### config.mk
export PLATFORM = sky130hd
export DESIGN_NAME = matrix_uart_host_flat
export DESIGN_NICKNAME = d
export VERILOG_FILES = /design/src/rtl/matrix_uart_host_if.sv /design/src/rtl/matrix_uart_host.sv /design/src/flat_wrapper.sv
export SDC_FILE = /design/constraint.sdc
export NUM_CORES = 1
export LEC_CHECK = 0
export ABC_AREA = 1
export BUFFER_PORTS_ARGS = -buffer_cell sky130_fd_sc_hd__buf_2
export CAP_MARGIN = 25
export CORE_UTILIZATION = 50
export CTS_BUF_LIST = sky130_fd_sc_hd__clkbuf_4
export CTS_CLUSTER_DIAMETER = 50
export DETAILED_ROUTE_END_ITERATION = 8
export PLACE_DENSITY = 0.65
export SLEW_MARGIN = 20
export SYNTH_ARGS = -nofsm -noshare
export SYNTH_HDL_FRONTEND = slang
export SYNTH_SLANG_ARGS = --single-unit
### constraint.sdc
create_clock -name clk -period 2.4 [get_ports clk]
set_input_delay 0.36 -clock clk [delete_from_list [all_inputs] [get_ports clk]]
set_output_delay 0.36 -clock clk [all_outputs]
set_load 0.005 [all_outputs]
### src/rtl/matrix_uart_host_if.sv
// Host-side bundle of the matrix UART initiator: operand load, start/status,
// serial pins and the result read port.
interface matrix_uart_host_if;
  logic       load_we;
  logic [4:0] load_addr;
  logic [7:0] load_data;
  logic       start;
  logic       tx;
  logic       rx;
  logic [3:0] res_addr;
  logic [7:0] res_data;
  logic [3:0] rx_count;
  logic       busy;
  logic       done;
  logic       err_frame;
  logic       err_timeout;

  modport master (
    output load_we, load_addr, load_data, start, rx, res_addr,
    input  tx, res_data, rx_count, busy, done, err_frame, err_timeout
  );

  modport slave (
    input  load_we, load_addr, load_data, start, rx, res_addr,
    output tx, res_data, rx_count, busy, done, err_frame, err_timeout
  );
endinterface

### src/rtl/matrix_uart_host.sv
// Sends an 18-byte operand buffer (A then B) as 8N1 frames, then collects the
// 9 result bytes from the multiplier; results readable with one cycle latency.
module matrix_uart_host #(
  parameter int CLOCK_RATE     = 100000000,
  parameter int BAUD_RATE      = 9600,
  parameter int GAP_CYCLES     = 12500,
  parameter int TIMEOUT_CYCLES = 50000000
) (
  input logic               clk,
  input logic               rst_n,
  matrix_uart_host_if.slave bus
);

  localparam int          CLKS_PER_BIT = CLOCK_RATE / BAUD_RATE;
  localparam logic [31:0] BIT_M1       = 32'(CLKS_PER_BIT - 1);
  localparam logic [31:0] HALF_M1      = 32'(CLKS_PER_BIT / 2 - 1);
  localparam logic [31:0] GAP_M1       = 32'(GAP_CYCLES - 1);
  localparam logic [31:0] TO_M1        = 32'(TIMEOUT_CYCLES - 1);

  typedef enum logic [2:0] {IDLE, SEND, GAP, RECV, FINISH} state_t;

  state_t      state;
  logic [7:0]  op_buf  [18];
  logic [7:0]  res_buf [9];
  logic [4:0]  byte_idx;
  logic [3:0]  bit_idx;
  logic [31:0] cnt;
  logic        tx_q, busy_q, done_q, err_frame_q, err_timeout_q;
  logic [3:0]  rx_count_q;
  logic [7:0]  res_data_q;

  logic        rx_s1, rx_s2, rx_prev;
  logic        r_act;
  logic [3:0]  r_bit;
  logic [31:0] r_cnt;
  logic [7:0]  r_shift;
  logic [31:0] idle_cnt;

  assign bus.tx          = tx_q;
  assign bus.busy        = busy_q;
  assign bus.done        = done_q;
  assign bus.err_frame   = err_frame_q;
  assign bus.err_timeout = err_timeout_q;
  assign bus.rx_count    = rx_count_q;
  assign bus.res_data    = res_data_q;

  // rx_prev trails the synchronised line by one cycle for falling-edge detection
  always_ff @(posedge clk or negedge rst_n) begin
    if (!rst_n) begin
      rx_s1   <= 1'b1;
      rx_s2   <= 1'b1;
      rx_prev <= 1'b1;
    end else begin
      rx_s1   <= bus.rx;
      rx_s2   <= rx_s1;
      rx_prev <= rx_s2;
    end
  end

  always_ff @(posedge clk or negedge rst_n) begin
    if (!rst_n) begin
      state         <= IDLE;
      for (int i = 0; i < 18; i++) op_buf[i] <= 8'd0;
      for (int i = 0; i < 9; i++) res_buf[i] <= 8'd0;
      byte_idx      <= 5'd0;
      bit_idx       <= 4'd0;
      cnt           <= 32'd0;
      tx_q          <= 1'b1;
      busy_q        <= 1'b0;
      done_q        <= 1'b0;
      err_frame_q   <= 1'b0;
      err_timeout_q <= 1'b0;
      rx_count_q    <= 4'd0;
      res_data_q    <= 8'd0;
      r_act         <= 1'b0;
      r_bit         <= 4'd0;
      r_cnt         <= 32'd0;
      r_shift       <= 8'd0;
      idle_cnt      <= 32'd0;
    end else begin
      done_q     <= 1'b0;
      res_data_q <= (bus.res_addr < 4'd9) ? res_buf[bus.res_addr] : 8'd0;
      case (state)
        IDLE: begin
          busy_q <= 1'b0;
          if (bus.load_we && bus.load_addr < 5'd18)
            op_buf[bus.load_addr] <= bus.load_data;
          if (bus.start) begin
            state         <= SEND;
            busy_q        <= 1'b1;
            tx_q          <= 1'b0;
            byte_idx      <= 5'd0;
            bit_idx       <= 4'd0;
            cnt           <= 32'd0;
            err_frame_q   <= 1'b0;
            err_timeout_q <= 1'b0;
            rx_count_q    <= 4'd0;
            for (int i = 0; i < 9; i++) res_buf[i] <= 8'd0;
          end
        end
        SEND: begin
          if (cnt == BIT_M1) begin
            cnt <= 32'd0;
            if (bit_idx == 4'd9) begin
              if (byte_idx == 5'd17) begin
                state    <= RECV;
                r_act    <= 1'b0;
                idle_cnt <= 32'd0;
              end else begin
                state <= GAP;
              end
            end else begin
              // bit_idx 0 is the start bit, 1..8 carry data bits 0..7
              bit_idx <= bit_idx + 4'd1;
              tx_q    <= (bit_idx == 4'd8) ? 1'b1 : op_buf[byte_idx][bit_idx[2:0]];
            end
          end else begin
            cnt <= cnt + 32'd1;
          end
        end
        GAP: begin
          if (cnt == GAP_M1) begin
            cnt      <= 32'd0;
            byte_idx <= byte_idx + 5'd1;
            bit_idx  <= 4'd0;
            tx_q     <= 1'b0;
            state    <= SEND;
          end else begin
            cnt <= cnt + 32'd1;
          end
        end
        RECV: begin
          if (idle_cnt == TO_M1) begin
            err_timeout_q <= 1'b1;
            state         <= FINISH;
          end else begin
            idle_cnt <= idle_cnt + 32'd1;
          end
          if (!r_act) begin
            if (rx_prev && !rx_s2) begin
              r_act <= 1'b1;
              r_cnt <= 32'd0;
              r_bit <= 4'd0;
            end
          end else if ((r_bit == 4'd0 && r_cnt == HALF_M1) ||
                       (r_bit != 4'd0 && r_cnt == BIT_M1)) begin
            r_cnt <= 32'd0;
            if (r_bit == 4'd0) begin
              // a start bit that is high again at mid-bit was only a glitch
              if (rx_s2) begin
                r_act <= 1'b0;
              end else begin
                r_bit    <= 4'd1;
                idle_cnt <= 32'd0;
              end
            end else if (r_bit < 4'd9) begin
              r_shift <= {rx_s2, r_shift[7:1]};
              r_bit   <= r_bit + 4'd1;
            end else begin
              r_act <= 1'b0;
              if (rx_s2) begin
                res_buf[rx_count_q] <= r_shift;
                rx_count_q          <= rx_count_q + 4'd1;
                if (rx_count_q == 4'd8) state <= FINISH;
              end else begin
                err_frame_q <= 1'b1;
              end
            end
          end else begin
            r_cnt <= r_cnt + 32'd1;
          end
        end
        FINISH: begin
          done_q <= 1'b1;
          state  <= IDLE;
        end
        default: state <= IDLE;
      endcase
    end
  end

endmodule

### src/flat_wrapper.sv
// flat-port wrapper written by rule: the top's interface ports become plain ports
module matrix_uart_host_flat 
#(
  parameter int CLOCK_RATE     = 100000000,
  parameter int BAUD_RATE      = 9600,
  parameter int GAP_CYCLES     = 12500,
  parameter int TIMEOUT_CYCLES = 50000000
)
  (clk, rst_n, bus_load_we, bus_load_addr, bus_load_data, bus_start, bus_rx, bus_res_addr, bus_tx, bus_res_data, bus_rx_count, bus_busy, bus_done, bus_err_frame, bus_err_timeout);
  matrix_uart_host_if bus_i ();
  input logic clk;
  input logic rst_n;
  input wire logic [$bits(bus_i.load_we)-1:0] bus_load_we;
  input wire logic [$bits(bus_i.load_addr)-1:0] bus_load_addr;
  input wire logic [$bits(bus_i.load_data)-1:0] bus_load_data;
  input wire logic [$bits(bus_i.start)-1:0] bus_start;
  input wire logic [$bits(bus_i.rx)-1:0] bus_rx;
  input wire logic [$bits(bus_i.res_addr)-1:0] bus_res_addr;
  output wire logic [$bits(bus_i.tx)-1:0] bus_tx;
  output wire logic [$bits(bus_i.res_data)-1:0] bus_res_data;
  output wire logic [$bits(bus_i.rx_count)-1:0] bus_rx_count;
  output wire logic [$bits(bus_i.busy)-1:0] bus_busy;
  output wire logic [$bits(bus_i.done)-1:0] bus_done;
  output wire logic [$bits(bus_i.err_frame)-1:0] bus_err_frame;
  output wire logic [$bits(bus_i.err_timeout)-1:0] bus_err_timeout;
  assign bus_i.load_we = bus_load_we;
  assign bus_i.load_addr = bus_load_addr;
  assign bus_i.load_data = bus_load_data;
  assign bus_i.start = bus_start;
  assign bus_i.rx = bus_rx;
  assign bus_i.res_addr = bus_res_addr;
  assign bus_tx = bus_i.tx;
  assign bus_res_data = bus_i.res_data;
  assign bus_rx_count = bus_i.rx_count;
  assign bus_busy = bus_i.busy;
  assign bus_done = bus_i.done;
  assign bus_err_frame = bus_i.err_frame;
  assign bus_err_timeout = bus_i.err_timeout;
  matrix_uart_host #(.CLOCK_RATE(CLOCK_RATE), .BAUD_RATE(BAUD_RATE), .GAP_CYCLES(GAP_CYCLES), .TIMEOUT_CYCLES(TIMEOUT_CYCLES)) u_core (.clk(clk), .rst_n(rst_n), .bus(bus_i));
endmodule
======== Word level (Yosys, flattened, before mapping) ========
Cells that the tools add are included.
word-level totals
  register bits ........................... 357
  output and inout port bits .............. 17
  word-level logic and storage cells ...... 222
cells by class
  add/subtract/negate cells ............... 7
  magnitude comparators ................... 10
  eq/ne operators ......................... 29
  multiplexer cells ....................... 97
  bitwise logic cells ..................... 5
  reduce and logical (&&, ||, !) cells .... 28
operators by type and width
  cell                                                    count
  two-way mux 32 bit                                      14
  two-way mux 72 bit                                      6
  bitwise mux 144 bit                                     1
  one-hot mux 72 bit (2 select lines)                     1
  adder 32 x 1 -> 32 bit (second input constant)          3
  equality test 32 x 14 -> 1 bit (second input constant)  3
  one-hot mux 32 bit (3 select lines)                     1
  bitwise mux 72 bit                                      1
  one-hot mux 32 bit (2 select lines)                     1
  two-way mux 4 bit                                       15
  two-way mux 8 bit                                       7
  binary-select mux 8 bit (select 5 bit)                  1
  demux 8 bit (select 5 bit)                              1
  two-way mux 3 bit                                       11
  binary-select mux 8 bit (select 4 bit)                  1
  demux 8 bit (select 4 bit)                              1
  equality test 32 x 13 -> 1 bit (second input constant)  1
  equality test 32 x 26 -> 1 bit (second input constant)  1
  two-way mux 1 bit                                       24
  inequality test 2 x 1 -> 1 bit (second input constant)  8
  AND reduction 5 bit                                     3
  AND reduction 7 bit                                     2
  adder 4 x 1 -> 4 bit (second input constant)            3
  equality test 4 bit (second input constant)             3
  other kinds (36)                                        63

======== Depth between registers and ports, before layout ========
Gate-level depths: netlist of the first run.
  depth in word-level cells ............... 12
  gate-level depth with buffers ........... 17

======== Worst setup path after synthesis of the first run ========
OpenSTA, ideal clock, no wires.
  path kind ............................... register to register
  start point ............................. reg u_core.r_bit[0]
  end point ............................... reg u_core.r_cnt[11]
  library setup time ...................... 131 ps
  arrival ................................. 1880 ps
  data required time ...................... 2269 ps
  slack ................................... 389 ps
  cell stages (with the launch flop) ...... 11
  period minus slack after synthesis ...... 2011 ps
  cells stage by stage .................... dfrtp_1 inv_1 ha_1 nand2_1 nor2_1 nand4_1 nand2_1 nand2_1 a21oi_1 buf_2 nor3_1
between the ends
  cells in the longest elaborated chain, start to end .. 5
ends and longest elaborated chain
  what                                                            RTL line                                          text
  from (decl)                                                     matrix_uart_host.sv:34                            logic [3:0] r_bit;
  from (signal assigned)                                          matrix_uart_host.sv:158                           r_bit <= r_bit + 4'd1;
  logical NOT 4 bit / nonzero test 4 bit (equally long branches)  matrix_uart_host.sv:145, matrix_uart_host.sv:146
  logical AND 1 bit, on equally long branches                     matrix_uart_host.sv:145, matrix_uart_host.sv:146
  logical OR 1 bit (*)                                            matrix_uart_host.sv:145                           end else if ((r_bit == 4'd0 && r_cnt == HALF_M1) ||
  two-way mux 32 bit (*)                                          matrix_uart_host.sv:145
  two-way mux 32 bit (*)                                          matrix_uart_host.sv:139                           if (!r_act) begin
  to (signal assigned)                                            matrix_uart_host.sv:170                           r_cnt <= r_cnt + 32'd1;
  to (decl)                                                       matrix_uart_host.sv:35                            logic [31:0] r_cnt;
Every way passes the cells marked *; elsewhere a longest branch is shown, timed or not.
A chain may end at the register's enable or synchronous reset.

======== Final worst setup path of the first run ========
  start point ............................. reg u_core.state[2]
  end point ............................... reg u_core.op_buf[35] (netlist bit)
between the ends
  cells in the longest elaborated chain, start to end .. 2
ends and longest elaborated chain
  what                             RTL line                 text
  from (decl)                      matrix_uart_host.sv:22   state_t state;
  from (signal assigned)           matrix_uart_host.sv:62   state <= IDLE;
  from (signal assigned)           matrix_uart_host.sv:89   state <= SEND;
  from (signal assigned)           matrix_uart_host.sv:106  state <= RECV;
  logical NOT 3 bit                matrix_uart_host.sv:83   case (state)
  AND reduction 2 bit (no line)    --
  to (signal, indexed assignment)  matrix_uart_host.sv:87   op_buf[bus.load_addr] <= bus.load_data;
  to (decl)                        matrix_uart_host.sv:23   logic [7:0] op_buf [18];
No other way between the ends.

==> results of run 1 <==
layout by cell type, fill, tap and decap left out, types with 6 or more instances in the layout:
cell type  count
clkbuf_4     150
inv_1        225
a21oi_1       80
buf_4         76
a221oi_1      14
nand2_1      819
o22ai_1        6
buf_12        12
clkinv_1      19
nand4_1      114
nor2_2         6
nor3_1        61
buf_2         37
xor2_1        19
nor4_1        15
o21ai_0      246
o211ai_1      11
o21bai_1       6
dfrtp_1      352
nand3_1       86
ha_1          12
nor2_1       271
o31a_1         7
area by class of cell:
| type | count | area, µm² |
|---|---|---|
| Fill cell | 3419 | 15360 |
| Sequential cell | 357 | 8940 |
| Multi-Input combinational cell | 1827 | 8451 |
| Clock buffer | 150 | 1126 |
| Timing Repair Buffer | 131 | 1077 |
| Inverter | 230 | 867.1 |
| Tap cell | 468 | 585.6 |
| Clock inverter | 21 | 110.1 |
| Antenna cell | 1 | 2.502 |
flip-flops by register name, summed over array words and instances, names as in the netlist, 3 cells and up:
name                 cells
u_core.bus.rx_count      4
u_core.idle_cnt         32
u_core.bit_idx           4
u_core.bus.res_data      8
u_core.op_buf          144
u_core.byte_idx          5
u_core.r_shift           8
u_core.res_buf          72
u_core.state             3
u_core.r_cnt            32
u_core.r_bit             4
u_core.cnt              32
power by group:
group	switching (mW)	leakage [nW]	internal, mW
registers	0.147	4.80	6.15
clock network	2.57	0.744	2.92
logic	0.956	4.85	0.432
kinds of logic (layout without fill, tap and decap cells):
family / Yosys count / count (layout) / synth area share [%]
xor gates and xnor gates: 20 / 20 / 0.9440
other: 0 / 1 / 0
buffers and inverters: 329 / 532 / 6.804
and+or+nand+nor: 1404 / 1404 / 31.67
DFF: 357 / 357 / 48.17
AOI/OAI and AO/OA: 389 / 389 / 11.46
adders and majority gates: 14 / 14 / 0.9440
worst max path at each step:
stage | slack, ns | cells past startpoint | endpoint
4_1_cts | 0.02 | 8 | u_core.cnt[18]$_DFFE_PN0P_
6_report | 0.07 | 8 | u_core.op_buf[35]$_DFFE_PN0P_
2_1_floorplan | 0.39 | 10 | u_core.r_cnt[11]$_DFFE_PN0P_
3_5_place_dp | 0.06 | 12 | u_core.idle_cnt[4]$_DFFE_PN0P_
5_1_grt | -0.09 | 8 | u_core.op_buf[20]$_DFFE_PN0P_
3_3_place_gp | 0.09 | 8 | u_core.cnt[18]$_DFFE_PN0P_
layer usage:
layer	wire length, µm	vias to the layer above	track usage, %
met4	1302	0	10.64
met5	0	-	0
met2	23620	502	44.06
met1	23090	8181	37.43
li1	-	8528	-
met3	2985	89	4.754
synthesized netlist by cell type (all sizes together):
master	count	area, µm²
and3	3	18.77
a2bb2oi	1	8.760
xnor2	1	8.760
and2	4	25.03
a22o	1	8.760
a22oi	1	7.510
a221oi	14	122.6
o221ai	2	17.52
nand3b	2	15.01
nor3	66	356.6
inv	227	852.1
o21ai	248	1245
o31a	7	61.31
or2	4	25.02
nand4	114	713.2
xor2	19	166.4
clkinv	3	11.26
nor3b	2	15.01
a31oi	2	12.51
o41ai	1	8.760
ha	14	175.2
nand3	88	445.4
clkbuf	71	266.5
dfrtp	353	8833
a21oi	81	409.1
o22ai	6	37.54
o211ai	11	82.58
buf	28	132.6
o21bai	6	45.04
a211oi	2	15.01
nor2	281	1055
o21a	4	30.03
nand2	823	3089
nor4	17	118.9
dfstp	4	105.1
o31ai	2	15.01
repair_timing:
item / 4_1_cts / 5_1_grt
hold buffers: 3 / 0
setup endpoints to repair: 0 / 173
endpoints found under the hold margin: 350 / 0
gates resized for setup: 0 / 26
setup buffers: 0 / 7
critical path, stage by stage, from the launching register on:
cell and delay [ns]:
dfrtp_1 0.45, nor2_1 0.15, nand2_1 0.13, nor2_1 0.32, nand2_1 0.14, inv_1 0.32
nand2_1 0.42, nand2_1 0.15, o21ai_0 0.09
==> results.tsv, run 1 <==
metric	value	unit
CTS clk-pin slew, worst paths	0.07	ns
setup TNS	0	ns
post-DR wirelength/cell	16.01	µm
WHS Path Cells	4	
Seq cells post-synth	357	
CP startpoint kind	register	
required time of the worst setup path	3.03	ns
CTS Buf Count	98	
Slew @ Worst Pin	0.7730	ns
1st-iter DRT viols	1358	
CTS tree	built	
I/O Buffers	38	
Area Overhead vs Synth	14.03	%
global-route wire length before repair	84.63	mm
Layout Skew	0.04788	ns
RSZ-0062 raised after global routing	true	
HP Start	bus_load_addr[0]	
vias in the first global route	16710	
syn avg cell area	7.384	µm²
final instance count without filler cells	3185	
Worst setup EP type	register	
Starting Density	50.81	%
total I/O pin count	39	
Syn Std Cell Area	18560	µm²
share of cells above drive strength 1	11.89	%
max-slew violations	0	
fin crit share	96.92	%
RD Place Congestion	0.9052	
cell row count	70	
clk root buf	clkbuf_4	
Hold Crit Class	input port to register	
critical path launch point	u_core.state[2]$_DFFE_PN0P_	
R2R Path End	u_core.op_buf[35]$_DFFE_PN0P_	
Ys Warns	0	
Seq/Total Area, Yosys	48.17	%
DP Wirelength	33.87	mm
initial antenna violation count	1	
Vias per Instance	5.432	
power consumption	13.18	mW
Die Span Y	194.6	µm
Post-Syn Nets	2549	
H-tree depth	3	
Post-DP Area	19720	µm²
final WL	50.99	mm
Placed Cells	3002	
gr ovfl total	0	
Final Instance Area	21160	µm²
number of max-cap violations	0	
Worst IR Drop VDD	0.4023	mV
Final Util	57.93	%
FF-to-FF path depth	8	
Yosys cell types	46	
clock latency on the worst-skew pair	0.79	ns
Clock Sinks	357	
post-route ant nets	0	
WHS	0.09991	ns
Final WS setup	0.07403	ns
core area	36520	µm²
CP arrival	2.96	ns
clk buf depth	3	
Final Hold Fails	0	
Die W	194.6	µm
largest net degree at the start of global routing	74	
critical path class	register to register	
Hold Path Sink	u_core.op_buf[80]$_DFFE_PN0P_	
worst r2r src	u_core.state[2]$_DFFE_PN0P_	
drt drc	0	
worst slack, placed	0.06392	ns
R2R Setup Slk	0.07	ns
GRT Total Usage	27.55	%
vias	17300	
outcome	completed	
PwrDens	623.0	nW/µm²
Mapped Cells	2513	
NumNets Final	2681	
Max FO, Critical Path	16	
Max-Slew Margin vs Limit	48.41	%
Finish-stage setup viols	0	
Pre-Repair DR Iteration Count	5	
Pleak	10.39	nW
die area	37880	µm²
min Tclk post-route	2.326	ns
f_max	429.9	MHz
No activity file was read; power rests on OpenSTA's default activity.
==> run 2, diff against run 1 <==
==> constraint.sdc (replaced) <==
create_clock -name clk -period 2.4 [get_ports clk]
set_input_delay 0.48 -clock clk [delete_from_list [all_inputs] [get_ports clk]]
set_output_delay 0.48 -clock clk [all_outputs]
set_load 0.005 [all_outputs]
==> results.tsv, run 2 (same netlist as run 1, synthesis figures left out) <==
metric	value	unit	change
drt drc	0		unchanged
area of the multi-input gates	8429	µm²	was 8451 µm²
Sequential Area	8940	µm²	unchanged
PwrDens	636.2	nW/µm²	was 623.0 nW/µm²
CTS tree	built		unchanged
WHS	0.09406	ns	was 0.09991 ns
DP Wirelength	33.59	mm	was 33.87 mm
total I/O pin count	39		unchanged
GRT Total Usage	27.25	%	was 27.55%
global-route wire length before repair	83.66	mm	was 84.63 mm
Final Hold Fails	0		unchanged
Top Registers	u_core.op_buf (144), u_core.res_buf (72)		unchanged
clk buf depth	3		unchanged
die area	37880	µm²	unchanged
Largest Register	u_core.op_buf		unchanged
Worst IR Drop VDD	0.3805	mV	was 0.4023 mV
CP arrival	2.88	ns	was 2.96 ns
Starting Density	50.81	%	unchanged
f_max	446.9	MHz	was 429.9 MHz
H-tree depth	3		unchanged
RSZ-0062 raised after global routing	true		unchanged
Area Overhead vs Synth	14.28	%	was 14.03%
Vias per Instance	5.418		was 5.432
CTS Buf Count	96		was 98
crit path buf inv count	1		unchanged
Layout Skew	0.04689	ns	was 0.04788 ns
outcome	completed		unchanged
vias	17280		was 17300
I/O Buffers	38		unchanged
Max FO, Critical Path	16		unchanged
# fillers	3523		was 3419
initial antenna violation count	2		was 1
core area	36520	µm²	unchanged
CP max stage delay	0.44	ns	was 0.45 ns
clock latency on the worst-skew pair	0.81	ns	was 0.79 ns
final WL	51.01	mm	was 50.99 mm
Final WS setup	0.1622	ns	was 0.07403 ns
Largest register FFs	144		unchanged
post-DR wirelength/cell	15.99	µm	was 16.01 µm
Final Util	58.06	%	was 57.93%
fin crit share	93.24	%	was 96.92%
max-slew violations	0		unchanged
post-route ant nets	0		unchanged
Die Span Y	194.6	µm	unchanged
CTS clk-pin slew, worst paths	0.06	ns	was 0.07 ns
Worst setup EP type	register		unchanged
CP Cell Sequence	nor2_1 -> nand2_1 -> nor2_1 -> nand2_1 -> inv_1 -> nand2_1 -> nand2_1 -> o21ai_0		unchanged
critical path class	register to register		unchanged
Slew @ Worst Pin	0.7691	ns	was 0.7730 ns
Hold Crit Class	input port to register		unchanged
Pre-Repair DR Iteration Count	6		was 5
cell row count	70		unchanged
vias in the first global route	16490		was 16710
Max-Slew Margin vs Limit	48.67	%	was 48.41%
commonest non-fill, non-tap cell in the layout	nand2_1		unchanged
min Tclk post-route	2.238	ns	was 2.326 ns
required time of the worst setup path	3.05	ns	was 3.03 ns
Final Instance Area	21200	µm²	was 21160 µm²
NumNets Final	2682		was 2681
largest net degree at the start of global routing	63		was 74
RD Place Congestion	0.9050		was 0.9052
CP startpoint kind	register		unchanged
Clock Sinks	357		unchanged
Max stage delay cell, worst path	dfrtp_1		unchanged
clk root buf	clkbuf_4		unchanged
Pleak	10.43	nW	was 10.39 nW
Die W	194.6	µm	unchanged
Post-DP Area	19710	µm²	was 19720 µm²
most frequent cells in the layout	nand2_1, dfrtp_1, nor2_1		unchanged
share of cells above drive strength 1	12.13	%	was 11.89%
1st-iter DRT viols	1334		was 1358
Finish-stage setup viols	0		unchanged
worst slack, placed	0.03273	ns	was 0.06392 ns
number of max-cap violations	0		unchanged
Crit path top cell by count	nand2_1		unchanged
CP top delay family	simple AND/OR/NAND/NOR gates		unchanged
gr ovfl total	0		unchanged
power consumption	13.49	mW	was 13.18 mW
[run 2: changes by cell type in the layout (fill, tap and decap cells not counted), moves of 2 or more]
cell | before | now
clkbuf_16 | 1 | 3
nor2_4 | 4 | 0
clkinv_1 | 19 | 16
nor2_2 | 6 | 11
buf_12 | 12 | 10
buf_4 | 76 | 81
[run 2: final cells by class]
| type | count | share of cell area [%] |
|---|---|---|
| tap | 468 | 2.762 |
| antenna | 2 | 0.02360 |
| clock inverter | 21 | 0.6491 |
| multi-input combinational | 1827 | 39.75 |
| clock buffer | 151 | 5.346 |
| timing repair buffer | 134 | 5.204 |
| sequential | 357 | 42.16 |
| inverter | 230 | 4.101 |
[run 2: timing repair]
item / 4_1_cts / 5_1_grt
cloned: 0 / 3
hold buffers: 2 / 0
hold endpoints to repair: 84 / 0
endpoints found under the setup margin: 1 / 161
resized for setup: 0 / 21
setup buffers: 2 / 6
pin swaps: 0 / 6
[run 2: worst paths after layout]
check	start	to	slack, ns	cells after the start
worst min register to register	u_core.rx_s1$_DFF_PN1_	u_core.rx_s2$_DFF_PN1_	0.36	0
worst max-delay path	u_core.state[2]$_DFFE_PN0P_	u_core.op_buf[37]$_DFFE_PN0P_	0.16	8
worst max register to register	u_core.state[2]$_DFFE_PN0P_	u_core.op_buf[37]$_DFFE_PN0P_	0.16	8
min in group asynchronous	rst_n	u_core.cnt[21]$_DFFE_PN0P_	0.22	2
max in group asynchronous	rst_n	u_core.rx_s2$_DFF_PN1_	1.41	3
worst min-delay path	bus_res_addr[3]	u_core.bus.res_data[6]$_DFF_PN0_	0.09	3
[run 2: metal layers]
metal,part of all wire (%),vias to the layer above,track usage [%]
li1,-,8521,-
met2,46,507,42.96
met4,2.1,0,8.524
met1,46,8160,38.12
met5,0,-,0
met3,5.9,96,5.049
[run 2: power breakdown]
group          internal, mW  switching [mW]
clock                  3.05            2.58
combinational         0.532            1.02
sequential             6.15           0.145
total                  9.74            3.75
[run 2: worst min-delay path, stage by stage]
cell and delay, ns:
buf_2 0.20, nand3_1 0.12, nand2_1 0.05
[run 2: stage by stage]
step	setup TNS (ns)	instances
6_report	0	3190
5_1_grt	-1.541	3190
4_1_cts	0	3179
3_5_place_dp	0	3003
3_3_place_gp	0	3003
2_1_floorplan	0	2513
